File: src/rtl/sfx_pkg.sv
// -----------------------------------------------------------------------------
// sfx_pkg
// Shared definitions for the sound-effect sequencer:
//   - note codes and their frequencies (Hz) used to build note dividers
//   - MUTE_DIV, the divider value driven while silent
//   - jingle identifiers (SFX_BEEP, SFX_GO, SFX_FINISH, SFX_PAUSE)
//   - FSM state encoding
//   - ROM word layout {last, note, dur} and field widths
// -----------------------------------------------------------------------------
package sfx_pkg;

    localparam int ID_W   = 2;
    localparam int STEP_W = 3;
    localparam int NOTE_W = 4;
    localparam int DUR_W  = 6;
    localparam int DIV_W  = 22;
    localparam int VOL_W  = 3;

    localparam logic [DIV_W-1:0] MUTE_DIV = 22'h3FFFFF;

    // Note codes: 0 rest, 1..7 C4..B4, 8..14 C5..B5, 15 reserved (rest)
    localparam logic [NOTE_W-1:0] NOTE_REST = 4'd0;
    localparam logic [NOTE_W-1:0] NOTE_C4   = 4'd1;
    localparam logic [NOTE_W-1:0] NOTE_D4   = 4'd2;
    localparam logic [NOTE_W-1:0] NOTE_E4   = 4'd3;
    localparam logic [NOTE_W-1:0] NOTE_F4   = 4'd4;
    localparam logic [NOTE_W-1:0] NOTE_G4   = 4'd5;
    localparam logic [NOTE_W-1:0] NOTE_A4   = 4'd6;
    localparam logic [NOTE_W-1:0] NOTE_B4   = 4'd7;
    localparam logic [NOTE_W-1:0] NOTE_C5   = 4'd8;
    localparam logic [NOTE_W-1:0] NOTE_D5   = 4'd9;
    localparam logic [NOTE_W-1:0] NOTE_E5   = 4'd10;
    localparam logic [NOTE_W-1:0] NOTE_F5   = 4'd11;
    localparam logic [NOTE_W-1:0] NOTE_G5   = 4'd12;
    localparam logic [NOTE_W-1:0] NOTE_A5   = 4'd13;
    localparam logic [NOTE_W-1:0] NOTE_B5   = 4'd14;
    localparam logic [NOTE_W-1:0] NOTE_RSVD = 4'd15;

    // Frequency per note code; 0 marks a silent code
    localparam int unsigned NOTE_HZ [16] = '{
        0,
        262, 294, 330, 349, 392, 440, 494,
        524, 588, 660, 698, 784, 880, 988,
        0
    };

    localparam logic [ID_W-1:0] SFX_BEEP   = 2'd0;
    localparam logic [ID_W-1:0] SFX_GO     = 2'd1;
    localparam logic [ID_W-1:0] SFX_FINISH = 2'd2;
    localparam logic [ID_W-1:0] SFX_PAUSE  = 2'd3;

    localparam logic [1:0] ST_IDLE = 2'd0;
    localparam logic [1:0] ST_PLAY = 2'd1;
    localparam logic [1:0] ST_GAP  = 2'd2;

    typedef struct packed {
        logic              last;
        logic [NOTE_W-1:0] note;
        logic [DUR_W-1:0]  dur;
    } sfx_word_t;

    function automatic sfx_word_t mk_word(input logic last,
                                          input logic [NOTE_W-1:0] note,
                                          input logic [DUR_W-1:0] dur);
        sfx_word_t w;
        w.last = last;
        w.note = note;
        w.dur  = dur;
        return w;
    endfunction

    function automatic logic note_is_rest(input logic [NOTE_W-1:0] note);
        return (note == NOTE_REST) || (note == NOTE_RSVD);
    endfunction

endpackage

File: src/rtl/sfx_rom.sv
// -----------------------------------------------------------------------------
// sfx_rom
// Combinational jingle ROM plus note-to-divider decode.
// Ports:
//   sfx_id  in  2   jingle select
//   step    in  3   step index within the jingle
//   last    out 1   this step ends the jingle
//   dur     out 6   step duration in ticks (raw; 0 is handled by the caller)
//   div     out 22  half-period divider for the step's note (MUTE_DIV on rest)
//   silent  out 1   step is a rest (volume must be 0)
// Parameters:
//   CLK_HZ  system clock used to derive dividers at elaboration
// -----------------------------------------------------------------------------
module sfx_rom
    import sfx_pkg::*;
#(
    parameter int unsigned CLK_HZ = 100_000_000
) (
    input  logic [ID_W-1:0]   sfx_id,
    input  logic [STEP_W-1:0] step,
    output logic              last,
    output logic [DUR_W-1:0]  dur,
    output logic [DIV_W-1:0]  div,
    output logic              silent
);

    function automatic logic [DIV_W-1:0] calc_div(input int unsigned hz);
        if (hz == 0) begin
            return MUTE_DIV;
        end
        return DIV_W'(CLK_HZ / (2 * hz));
    endfunction

    // Divider table is fully constant; synthesis folds it into a small mux.
    logic [DIV_W-1:0] div_lut [16];

    for (genvar g = 0; g < 16; g++) begin : g_div_lut
        assign div_lut[g] = calc_div(NOTE_HZ[g]);
    end

    sfx_word_t word;

    always_comb begin
        word = mk_word(1'b0, NOTE_REST, 6'd0);
        case ({sfx_id, step})
            {SFX_BEEP,   3'd0}: word = mk_word(1'b1, NOTE_A4,   6'd15);
            {SFX_GO,     3'd0}: word = mk_word(1'b1, NOTE_A5,   6'd60);
            {SFX_FINISH, 3'd0}: word = mk_word(1'b0, NOTE_C5,   6'd12);
            {SFX_FINISH, 3'd1}: word = mk_word(1'b0, NOTE_E5,   6'd12);
            {SFX_FINISH, 3'd2}: word = mk_word(1'b0, NOTE_G5,   6'd12);
            {SFX_FINISH, 3'd3}: word = mk_word(1'b0, NOTE_REST, 6'd6);
            {SFX_FINISH, 3'd4}: word = mk_word(1'b0, NOTE_E5,   6'd12);
            {SFX_FINISH, 3'd5}: word = mk_word(1'b1, NOTE_G5,   6'd40);
            {SFX_PAUSE,  3'd0}: word = mk_word(1'b0, NOTE_G4,   6'd20);
            {SFX_PAUSE,  3'd1}: word = mk_word(1'b1, NOTE_D4,   6'd20);
            default:            word = mk_word(1'b0, NOTE_REST, 6'd0);
        endcase
    end

    assign last   = word.last;
    assign dur    = word.dur;
    assign div    = div_lut[word.note];
    assign silent = note_is_rest(word.note);

endmodule

File: src/rtl/sfx_sequencer.sv
// -----------------------------------------------------------------------------
// sfx_sequencer
// ROM-driven sound-effect player feeding the note generator. A one-cycle trig
// starts (or restarts) one of four jingles; each step holds a note for
// dur*TICK_CYCLES clocks, and the jingle ends with a one-cycle done pulse.
// Ports:
//   clk       in  1   system clock
//   rst       in  1   synchronous active-high reset
//   trig      in  1   one-cycle start pulse (preempts a playing jingle)
//   sfx_id    in  2   jingle select, sampled with trig
//   note_div  out 22  half-period divider, MUTE_DIV when silent
//   volume    out 3   volume code, 0 when silent
//   busy      out 1   high while a jingle plays
//   done      out 1   one-cycle pulse on normal completion
// Parameters: CLK_HZ, TICK_CYCLES, VOLUME, GAP_TICKS (1..63)
// Build option: define SFX_GAP_EN to insert GAP_TICKS muted ticks between
// consecutive steps; without it steps play back-to-back.
// -----------------------------------------------------------------------------
module sfx_sequencer
    import sfx_pkg::*;
#(
    parameter int unsigned      CLK_HZ      = 100_000_000,
    parameter int unsigned      TICK_CYCLES = 1_000_000,
    parameter logic [VOL_W-1:0] VOLUME      = 3'd4,
    parameter int unsigned      GAP_TICKS   = 2
) (
    input  logic              clk,
    input  logic              rst,
    input  logic              trig,
    input  logic [ID_W-1:0]   sfx_id,
    output logic [DIV_W-1:0]  note_div,
    output logic [VOL_W-1:0]  volume,
    output logic              busy,
    output logic              done
);

    localparam int TW = (TICK_CYCLES > 1) ? $clog2(TICK_CYCLES) : 1;
    localparam logic [TW-1:0]    TICK_LAST = TW'(TICK_CYCLES - 1);
    localparam logic [DUR_W-1:0] GAP_LOAD  = (GAP_TICKS == 0) ? 6'd1 : DUR_W'(GAP_TICKS);

    logic [1:0]        state;
    logic [ID_W-1:0]   cur_id;
    logic [STEP_W-1:0] step;
    logic [TW-1:0]     tick_cnt;
    logic [DUR_W-1:0]  dur_cnt;   // ticks remaining in the current step or gap
    logic              cur_last;  // latched at step start so step end needs no second lookup

    logic [1:0]        next_state;
    logic [ID_W-1:0]   next_id;
    logic [STEP_W-1:0] next_step;
    logic              start_step;
    logic              start_gap;
    logic              finish;
    logic              tick_wrap;
    logic              seg_end;

    logic              rom_last;
    logic [DUR_W-1:0]  rom_dur;
    logic [DIV_W-1:0]  rom_div;
    logic              rom_silent;

    // The ROM is addressed with the step about to start, so the registered
    // outputs already show the new note on the edge the step begins.
    sfx_rom #(
        .CLK_HZ (CLK_HZ)
    ) u_rom (
        .sfx_id (next_id),
        .step   (next_step),
        .last   (rom_last),
        .dur    (rom_dur),
        .div    (rom_div),
        .silent (rom_silent)
    );

    assign tick_wrap = (tick_cnt == TICK_LAST);
    assign seg_end   = (state != ST_IDLE) && tick_wrap && (dur_cnt <= 6'd1);

    always_comb begin
        next_state = state;
        next_id    = cur_id;
        next_step  = step;
        start_step = 1'b0;
        start_gap  = 1'b0;
        finish     = 1'b0;
        if (trig) begin
            // Any trig restarts from step 0, even on a step or final edge.
            next_state = ST_PLAY;
            next_id    = sfx_id;
            next_step  = '0;
            start_step = 1'b1;
        end else if (seg_end) begin
            if (state == ST_GAP) begin
                next_state = ST_PLAY;
                start_step = 1'b1;
            end else if (cur_last) begin
                next_state = ST_IDLE;
                finish     = 1'b1;
            end else begin
                next_step = step + 3'd1;
`ifdef SFX_GAP_EN
                next_state = ST_GAP;
                start_gap  = 1'b1;
`else
                next_state = ST_PLAY;
                start_step = 1'b1;
`endif
            end
        end
    end

    always_ff @(posedge clk) begin
        if (rst) begin
            state    <= ST_IDLE;
            cur_id   <= '0;
            step     <= '0;
            tick_cnt <= '0;
            dur_cnt  <= '0;
            cur_last <= 1'b0;
            note_div <= MUTE_DIV;
            volume   <= '0;
            busy     <= 1'b0;
            done     <= 1'b0;
        end else begin
            state  <= next_state;
            cur_id <= next_id;
            step   <= next_step;
            busy   <= (next_state != ST_IDLE);
            done   <= finish;
            if (start_step) begin
                tick_cnt <= '0;
                dur_cnt  <= (rom_dur == 6'd0) ? 6'd1 : rom_dur;
                // Step 7 is the final slot; it ends the jingle regardless of the flag.
                cur_last <= rom_last || (next_step == 3'd7);
                note_div <= rom_silent ? MUTE_DIV : rom_div;
                volume   <= rom_silent ? 3'd0 : VOLUME;
            end else if (start_gap) begin
                tick_cnt <= '0;
                dur_cnt  <= GAP_LOAD;
                note_div <= MUTE_DIV;
                volume   <= '0;
            end else if (finish) begin
                tick_cnt <= '0;
                dur_cnt  <= '0;
                note_div <= MUTE_DIV;
                volume   <= '0;
            end else if (state != ST_IDLE) begin
                if (tick_wrap) begin
                    tick_cnt <= '0;
                    dur_cnt  <= dur_cnt - 6'd1;
                end else begin
                    tick_cnt <= tick_cnt + TW'(1);
                end
            end
        end
    end

endmodule

File: config.mk
export PLATFORM = sky130hd
export DESIGN_NAME = sfx_sequencer
export DESIGN_NICKNAME = d
export VERILOG_FILES = /design/src/rtl/sfx_pkg.sv /design/src/rtl/sfx_rom.sv /design/src/rtl/sfx_sequencer.sv
export SDC_FILE = /design/constraint.sdc
export NUM_CORES = 1
export LEC_CHECK = 0
export BUFFER_PORTS_ARGS = -buffer_cell sky130_fd_sc_hd__buf_2
export CORE_MARGIN = 2
export CORE_UTILIZATION = 36
export DETAILED_ROUTE_END_ITERATION = 7
export PLACE_DENSITY = 0.51
export SLEW_MARGIN = 40
export SYNTH_ARGS = -nofsm -noshare
export SYNTH_HDL_FRONTEND = slang
export SYNTH_SLANG_ARGS = --single-unit
export TNS_END_PERCENT = 50
File: constraint.sdc
create_clock -name clk -period 4.61 [get_ports clk]
set_input_delay 0.461 -clock clk [delete_from_list [all_inputs] [get_ports clk]]
set_output_delay 0.461 -clock clk [all_outputs]
set_load 0.03 [all_outputs]
# Word level (Yosys, flattened, before mapping)
# Memories as Yosys holds them, arrays and structs flattened.
# Index checks and enable logic that the tools add are counted.
classes:
  n_addsub: 3
  n_lt_le_gt_ge: 2
  eq_ne: 4
  n_mux: 31
  n_bitwise: 1
  n_reduce_logical: 13
ops:
  columns: ["cell", "count"]
  rows:
  - ["22-bit 2-to-1 mux", 5]
  - ["6-bit 2-to-1 mux", 5]
  - ["3-bit 2-to-1 mux", 7]
  - ["20-bit by 1-bit adder with 20-bit output, second input constant", 1]
  - ["20-bit == test, second input constant", 1]
  - ["20-bit 2-to-1 mux", 1]
  - ["1-bit 2-to-1 mux", 10]
  - ["6-bit by 1-bit <= comparator with 1-bit output, second input constant", 1]
  - ["6-bit zero test", 1]
  - ["2-bit 2-to-1 mux", 3]
  - ["2-bit nonzero test", 3]
  - ["3-bit nonzero test", 2]
  - ["6-bit by 1-bit subtractor with 6-bit output, second input constant", 1]
  - ["5-bit >= comparator, second input constant", 1]
  - ["4-bit inverter with 5-bit output", 1]
  - ["4-bit == test, second input constant", 1]
  - ["4-bit zero test", 1]
  - ["3-bit by 1-bit adder with 3-bit output, second input constant", 1]
  - ["3-bit == test, second input constant", 1]
  - ["3-bit OR reduction", 1]
  - ["2-bit == test, second input constant", 1]
  - ["1-bit logical AND", 2]
  - ["1-bit logical OR", 2]
  - ["2-bit AND reduction", 1]
word_totals:
  register_bits: 61
  mem_bits_ro: 704
  output_inout_bits: 27
  elab_cells: 66
  mem_count: 2
memory_table:
  columns: ["name", "depth", "word_bits", "rd", "rd_clocked_by_memory_dff", "wr", "line_no", "source"]
  rows:
  - ["(name not given)", 16, 22, 1, 0, 0, "sfx_rom.sv:62", "assign div = div_lut[word.note];"]
  - ["(name not given)", 32, 11, 1, 0, 0, "sfx_rom.sv:45", "case ({sfx_id, step})"]

# Depth between registers and ports, before layout
# Gate-level depths: netlist of run 1.
# An unclocked memory read counts as a cell.
logic_depth:
  ltp_word: 12
  mapped_depth: 16
  mapped_depth_nobuf: 14

# Cells and area by module
# From an unflattened synthesis of run 1, not the netlist that was laid out.
unflattened:
  hier_cells: 390
  area_unflattened_um2: 3350.7
modules_own_cells:
  columns: ["mod", "instances", "cells_per_inst", "area_per_inst_um2", "seq_area_each_um2"]
  rows:
  - ["sfx_sequencer", 1, 271, 2595.0, 1181.1]
  - ["sfx_rom", 1, 119, 755.7, 0.0]

# Worst setup path after synthesis of run 1
# Ideal clock, no wire load.
synth_path:
  path_type: "reg2reg"
  startpoint: "register dur_cnt[2]"
  endpoint: "register note_div[16]"
  arrival_time_ps: 3818
  required_time_ps: 4488
  slack_ps: 670
  stages_incl_launch_ff: 13
  path_cell_list: "dfxtp_1 or4_4 or3_4 or4_4 a21oi_2 buf_4 a31oi_1 a21boi_0 inv_1 ha_1 a31o_1 a21o_1 o32a_1"
synth_between:
  elab_chain_cells: 11
  elab_cells_between_ends: 19
synth_lines:
  columns: ["item", "line_no", "source"]
  rows:
  - ["start: declaration", "sfx_sequencer.sv:45", "logic [DUR_W-1:0] dur_cnt;"]
  - ["start signal: assignment", "sfx_sequencer.sv:131", "dur_cnt <= (rom_dur == 6'd0) ? 6'd1 : rom_dur;"]
  - ["start signal: assignment", "sfx_sequencer.sv:149", "dur_cnt <= dur_cnt - 6'd1;"]
  - ["6-bit by 1-bit <= comparator with 1-bit output (*)", "sfx_sequencer.sv:76", "assign seg_end = (state != ST_IDLE) && tick_wrap && (dur_cnt <= 6'd1);"]
  - ["1-bit logical AND (*)", "sfx_sequencer.sv:76", null]
  - ["3-bit 2-to-1 mux", "sfx_sequencer.sv:91", "end else if (seg_end) begin"]
  - ["3-bit 2-to-1 mux", "sfx_sequencer.sv:85", "if (trig) begin"]
  - ["memory read 32 x 11 bit", null, null]
  - ["4-bit inverter with 5-bit output (implied by the code)", "sfx_rom.sv:62", null]
  - ["memory read 16 x 22 bit", null, null]
  - ["22-bit 2-to-1 mux (implied by the code) (2 in series)", "sfx_rom.sv:62", null]
  - ["22-bit 2-to-1 mux", "sfx_sequencer.sv:134", "note_div <= rom_silent ? MUTE_DIV : rom_div;"]
  - ["22-bit 2-to-1 mux", "sfx_sequencer.sv:129", "if (start_step) begin"]
  - ["end signal: assignment", "sfx_sequencer.sv:134", null]
  - ["end: declaration", "sfx_sequencer.sv:31", "output logic [DIV_W-1:0] note_div,"]
# Every way passes the cells marked *; elsewhere a longest branch is shown, timed or not. The select of a mux whose other input is x is not followed.
# A chain may end at the register's enable or synchronous reset.

# Worst setup path after layout of run 1
layout_path:
  startpoint: "register dur_cnt[2]"
  endpoint: "register note_div[1]"
# Same word-level chain as after synthesis.

==> results of run 1 <==
-- cells in the mapped netlist (all sizes together), types with 2 or more instances --
cell type | number | area share
xor2 | 16 | 0.044
a22oi | 2 | 0.0047
o32a | 6 | 0.019
a32o | 3 | 0.0095
nand4 | 5 | 0.0098
mux2i | 2 | 0.0063
o31a | 2 | 0.0083
and3 | 13 | 0.026
buf | 8 | 0.017
inv | 10 | 0.012
o31ai | 5 | 0.012
o211ai | 3 | 0.0071
ha | 12 | 0.047
clkbuf | 15 | 0.018
nand2 | 36 | 0.043
o22ai | 4 | 0.0079
a211oi | 3 | 0.0071
a21o | 2 | 0.0047
nor2 | 59 | 0.070
o21ai | 24 | 0.038
a31oi | 3 | 0.0059
or4 | 4 | 0.012
o311ai | 3 | 0.0083
nor3 | 6 | 0.0095
mux2 | 2 | 0.0071
xnor2 | 8 | 0.022
nand2b | 9 | 0.018
nand3 | 12 | 0.019
a32oi | 3 | 0.0083
nor4 | 4 | 0.0079
o22a | 2 | 0.0055
or3 | 8 | 0.017
or2 | 3 | 0.0059
dfxtp | 56 | 0.35
a21oi | 30 | 0.048
-- final timing paths --
path              cells past startpoint  slack, ns          end       start
setup / recovery                     10       0.73  note_div[1]  dur_cnt[2]
hold / removal                        2       0.48     state[1]    state[1]
setup reg to reg                     10       0.73  note_div[1]  dur_cnt[2]
hold reg to reg                       2       0.48     state[1]    state[1]
-- power breakdown --
part / switching (mW) / internal [mW]
clock network: 0.159 / 0.192
logic: 0.160 / 0.0839
registers: 0.0186 / 0.508
-- cells in the final DEF (no fill, tap or decap), types with 4 or more instances in the layout --
master                     count
sky130_fd_sc_hd__xnor2_1       8
sky130_fd_sc_hd__xor2_1       16
sky130_fd_sc_hd__o32a_1        6
sky130_fd_sc_hd__inv_1        10
sky130_fd_sc_hd__dfxtp_1      56
sky130_fd_sc_hd__nand2_1      36
sky130_fd_sc_hd__nor3_1        6
sky130_fd_sc_hd__nor4_1        4
sky130_fd_sc_hd__ha_1         12
sky130_fd_sc_hd__nand2b_1      9
sky130_fd_sc_hd__nand3_1      12
sky130_fd_sc_hd__o21ai_0      24
sky130_fd_sc_hd__o22ai_1       4
sky130_fd_sc_hd__buf_2        29
sky130_fd_sc_hd__buf_4         7
sky130_fd_sc_hd__nor2_1       59
sky130_fd_sc_hd__clkbuf_8      7
sky130_fd_sc_hd__and3_1       13
sky130_fd_sc_hd__nand4_1       5
sky130_fd_sc_hd__or3_1         7
sky130_fd_sc_hd__a21oi_1      29
sky130_fd_sc_hd__o31ai_1       5
-- state kept, by name (all words and copies together), names as in the netlist --
register and count:
done 1, step 3, volume 1, note_div 19
busy 1, cur_last 1, tick_cnt 20, dur_cnt 6
cur_id 2, state 2
-- area by class of cell --
class,count,area [µm²]
Sequential cell,56,1120
Multi-Input combinational cell,311,1910
Fill cell,917,5110
Clock inverter,1,30.0
Timing Repair Buffer,36,198
Tap cell,108,135
Inverter,10,37.5
Clock buffer,7,96.3
-- per-layer routing --
metal / GRT usage / vias up / wire (µm)
met3: 0.0258 / 20 / 344
li1: - / 1471 / -
met4: 0.0759 / 0 / 269
met2: 0.272 / 83 / 3640
met1: 0.228 / 1368 / 3740
met5: 0 / - / 0
-- metrics by stage --
| stage | util | cells |
|---|---|---|
| finish | 0.409 | 529 |
| global route | 0.409 | 529 |
| CTS | 0.409 | 529 |
| detailed placement | 0.394 | 521 |
| global placement | 0.394 | 521 |
| floorplan | - | 400 |
-- critical path, cell delays in order, from the launching register on --
cell	delay [ns]
sky130_fd_sc_hd__dfxtp_1	0.37
sky130_fd_sc_hd__or4_4	0.58
sky130_fd_sc_hd__or3_4	0.42
sky130_fd_sc_hd__or4_4	0.49
sky130_fd_sc_hd__a21oi_2	0.20
sky130_fd_sc_hd__buf_4	0.24
sky130_fd_sc_hd__or4b_4	0.49
sky130_fd_sc_hd__o31a_4	0.18
sky130_fd_sc_hd__a31o_1	0.25
sky130_fd_sc_hd__a21o_1	0.21
sky130_fd_sc_hd__o32a_1	0.35
-- cells by family after synthesis --
family,Yosys count,synth area share
and+or+nand+nor,164,0.252
buffers and inverters,33,0.0469
muxes,4,0.0134
xor gates and xnor gates,24,0.0662
other,1,0.00118
adders and majority gates,12,0.0473
DFF,56,0.353
AOI/OAI and AO/OA,105,0.221
==> results.md, run 1 <==
* Result of the run: finished clean
* Number of different library cells in the post-synthesis netlist at 56
* Worst Tran Pin Value at 0.777 ns
* Die X-Extent at 97.9 µm
* Crit Path Max Fanout at 18
* Number of clock sinks seen by CTS at 56
* Pwr Density at 318 nW/µm²
* Worst path setup slack after routing at 0.725 ns
* Routed via count divided by cell count at 5.56
* Synthesized flop and latch total at 56
* Floorplan die area at 9590 µm²
* Clock tree from TritonCTS: yes
* Leakage Power at 1.35 nW
* Setup skew after layout at 0.0101 ns
* Cells resized by post-CTS repair at 0
* Highest achievable clock rate at 257 MHz
* Setup repair after global routing missed its margin: false
* Total iterations of the first detailed-routing run at 4
* Worst Setup Start Kind: register
* Maximum capacitance violations at 0
* Number of warnings printed during yosys synthesis at 0
* Die height at 97.9 µm
* Clock tree root driver cell: sky130_fd_sc_hd__clkbuf_8
* Ant. Diodes at 0
* Async set or reset register ratio after synthesis at 0
* Number of enable flip-flop cells after synthesis at 0
* Final cycle utilization of the critical path at 0.843
* First-pass GRT wire length at 13.6 mm
* Total Power at 1.12 mW
* DRC violations left at 0
* Fin area at 3530 µm²
* Via count of the first global-routing pass at 2,793
* Antenna violations before repair at 0
* Fin. max-slew vios at 0
* # hold bufs at CTS at 0
* Weighted congestion reported at the end of routability-driven placement at 0.864
* Boundary Pins at 32
* Setup_tns at 0 ns
* Combined area of all synthesized cells at 3180 µm²
* Worst setup path class: reg -> reg
* Antenna-violating nets left at 0
* Global route overflow at 0
* Critical Path AT at 4.09 ns
* Pre-CTS setup slack at 0.747 ns
* Clock network latency to the later pin of the worst-skew pair at 0.31 ns
* Mean Syn Cell Area at 7.96 µm²
* Detail-routed net length per standard cell at 15.1 µm
* Cell area after placement at 3400 µm²
* Number of cell rows at 34
* Clock-pin slew of the registers on the worst-case setup and hold paths at 0.10 ns
* Detailed-route via count at 2,942
* Main synth FF type: sky130_fd_sc_hd__dfxtp_1
* Fin Hold WS at 0.476 ns
* # port buffers at 29
* Count of final hold-check violations at 0
* Pin count of the biggest net entering global routing at 23
* Core footprint at 8640 µm²
* Clock buffer count from CTS at 5
* Synthesis-to-finish area growth at 11.1%
* Initial DRC count at 110
* Proportion of synthesized chip area in sequential cells at 0.353
* Share of layout cells above drive strength 1 at 0.131
* Count of nets after finishing at 437
* Number of setup buffers added after CTS at 0
* Max Root-Sink Buffers at 2
* Total GRT Usage at 0.170
* Shortest period the worst path allows at 3.88 ns
* Relative slew slack at 0.482
* Maximum ir drop on the vdd rail at 143 µV
* H-tree depth reported by CTS at 2
* DP HPWL at 5.89 mm
* Data required time of the critical path at 4.81 ns
* Synth Instances at 399
* Endpoints failing setup at 0
* Detailed-route wire length at 8.00 mm
* Path class of the lowest-slack min-delay path: reg -> reg
* Effective utilization at floorplan at 0.368
* Crit end category: register
Note: power is estimated with default switching activity, not from simulation.
==> run 2, diff against run 1 <==
--- a/config.mk
+++ b/config.mk
@@ -9,7 +9,7 @@
 export CORE_MARGIN = 2
 export CORE_UTILIZATION = 36
 export DETAILED_ROUTE_END_ITERATION = 7
-export PLACE_DENSITY = 0.51
+export PLACE_DENSITY = 0.53
 export SLEW_MARGIN = 40
 export SYNTH_ARGS = -nofsm -noshare
 export SYNTH_HDL_FRONTEND = slang
==> constraint.sdc (replaced) <==
create_clock -name clk -period 3.2 [get_ports clk]
set_input_delay 0.32 -clock clk [delete_from_list [all_inputs] [get_ports clk]]
set_output_delay 0.32 -clock clk [all_outputs]
set_load 0.03 [all_outputs]
==> run 2 against run 1 <==
  * The flow now finishes with violations (setup timing)
  * Count of clock-buffer cells in the layout fell by 2
  * Core utilization rose by 8.6 points
  * Sequential power rose by 43%
  * Worst setup slack worse by 0.95 ns
  * Total power up 46%
  * Combinational power grew 90%
  * Clock skew is 0.0012 ns lower
  * Flip-flop and latch count unchanged
  * Register-to-register slack lost 0.95 ns
  * Die area stayed put
  * Final cell count increased by 14%
  * Largest power group unchanged
  * Highest routed layer unchanged
==> results.md, run 2 (synthesis results as in run 1) <==
* DRC violations left at 0
* Reg2reg start: dur_cnt[5]
* Count of nets after finishing at 511
* Setup repair after global routing missed its margin: true
* Max Root-Sink Buffers at 2
* Initial DRC count at 131
* Count of final hold-check violations at 0
* Worst path setup slack after routing at -0.222 ns
* Beginning of the critical path: dur_cnt[5]
* Fin area at 4270 µm²
* Number of cell rows at 34
* Via count of the first global-routing pass at 3,173
* CP max stage cell: sky130_fd_sc_hd__or4_4
* Failing checks: setup timing
* Data required time of the critical path at 3.41 ns
* Detailed-route via count at 3,182
* Worst Setup Start Kind: register
* Fin Hold WS at 0.329 ns
* Register ranked first by flip-flop count: tick_cnt
* Clock tree root driver cell: sky130_fd_sc_hd__clkbuf_8
* Routed via count divided by cell count at 5.28
* Weighted congestion reported at the end of routability-driven placement at 0.906
* Detail-routed net length per standard cell at 14.6 µm
* Critical Path AT at 3.63 ns
* Flip-flop count of the largest register after layout at 20
* Worst Tran Pin Value at 0.663 ns
* Sum of buffers and inverters on the critical path at 1
* Placed Instances at 591
* Registers with the most flip-flops: tick_cnt: 20 flops, note_div: 19 flops, dur_cnt: 6 flops
* Die X-Extent at 97.9 µm
* Crit end category: register
* Total iterations of the first detailed-routing run at 4
* Leakage Power at 1.73 nW
* Detailed-route wire length at 8.82 mm
* Antenna-violating nets left at 0
* Relative slew slack at 0.557
* Highest achievable clock rate at 292 MHz
* First-pass GRT wire length at 15.2 mm
* Worst reg-to-reg path cell count at 10
* Fin. max-slew vios at 0
* Effective utilization at floorplan at 0.368
* Cell depth of the worst hold path at 2
* Ant. Diodes at 0
* Crit path top cell by count: sky130_fd_sc_hd__or4_4
* Die height at 97.9 µm
* Fillers at 852
* Leading cell type in the layout, fill and taps excluded: sky130_fd_sc_hd__buf_4
* Instance count on the critical path at 10
* Clock tree from TritonCTS: yes
* Pin count of the biggest net entering global routing at 22
* Worst path cell trace: or4_4 > or3_4 > o31ai_4 > a21oi_4 > buf_6 > or4_4 > a32o_2 > a31o_4 > a21o_4 > o32a_1
* Number of clock sinks seen by CTS at 56
* Worst setup path class: reg -> reg
* Total GRT Usage at 0.190
* Shortest period the worst path allows at 3.42 ns
* Synthesis-to-finish area growth at 34.4%
* Clock buffer count from CTS at 5
* Count of non-filler cells in the finished layout at 603
* Crit Path Max Fanout at 5
* # port buffers at 29
* Commonest cells after routing, fill and taps aside: sky130_fd_sc_hd__buf_4 (77), sky130_fd_sc_hd__nor2_1 (58), sky130_fd_sc_hd__dfxtp_1 (53)
* Path class of the lowest-slack min-delay path: in -> reg
* H-tree depth reported by CTS at 2
* Cell area after placement at 4010 µm²
* Slowest Stage Delay on Critical Path at 0.54 ns
* Floorplan die area at 9590 µm²
* Share of layout cells above drive strength 1 at 0.321
* Global route overflow at 0
* Endpoints failing setup at 18
* Cell family with the largest share of critical-path delay: simple AND/OR/NAND/NOR gates
* Result of the run: finished with violations
* Boundary Pins at 32
* Clock-pin slew of the registers on the worst-case setup and hold paths at 0.11 ns
* DP HPWL at 6.55 mm
* Core footprint at 8640 µm²
* Final cycle utilization of the critical path at 1.07
* Clock network latency to the later pin of the worst-skew pair at 0.32 ns
* Start point of the worst min-delay path: rst
* # hold bufs at CTS at 0
* Maximum ir drop on the vdd rail at 205 µV
* Antenna violations before repair at 0
* Setup skew after layout at 0.00894 ns
* Pwr Density at 383 nW/µm²
* Maximum capacitance violations at 0
run 2: path summary, 6_finish.rpt:
path | end | slack, ns
setup / recovery | note_div[6] | -0.22
hold / removal | step[2] | 0.33
setup reg to reg | note_div[6] | -0.22
hold reg to reg | state[1] | 0.48
run 2: final cells by class:
class / count / area, µm² / area share
clock buffers: 5 / 68.8 / 0.0161
clock inverters: 3 / 27.5 / 0.00645
inverters: 10 / 37.5 / 0.00879
multi-input cells: 311 / 2110 / 0.494
flip-flops and latches: 56 / 1120 / 0.263
well taps: 108 / 135 / 0.0317
repair buffers: 110 / 768 / 0.180
run 2: routing by layer:
layer | GRT usage | vias to the layer above | routed length (µm) | part of all wire
li1 | - | 1612 | - | -
met1 | 0.239 | 1505 | 4160 | 0.47
met2 | 0.340 | 54 | 4310 | 0.49
met3 | 0.0279 | 11 | 210 | 0.024
met4 | 0.0491 | 0 | 140 | 0.016
met5 | 0 | - | 0 | 0
run 2: timing repair:
item | CTS | global route
endpoints found under the setup margin | 20 | 21
resized for setup | 19 | 11
hold endpoints to repair | 0 | 0
buffers inserted | 3 | 1
pin swaps | 6 | 2
run 2: power breakdown:
part | internal, mW | switching (mW)
Sequential | 0.732 | 0.0197
Clock | 0.162 | 0.260
Combinational | 0.195 | 0.269
run 2: stage by stage:
step / worst slack (ns) / total power [mW] / utilization / TNS (ns)
final: -0.222 / 1.64 / 0.494 / -2.79
after global routing: -0.305 / 1.73 / 0.494 / -4.71
after CTS: -0.172 / 1.65 / 0.486 / -1.64
after detailed placement: -0.222 / 1.20 / 0.464 / -2.95
after global placement: -0.169 / 1.20 / 0.464 / -1.87
after floorplan: -0.115 / 1.05 / - / -1.45
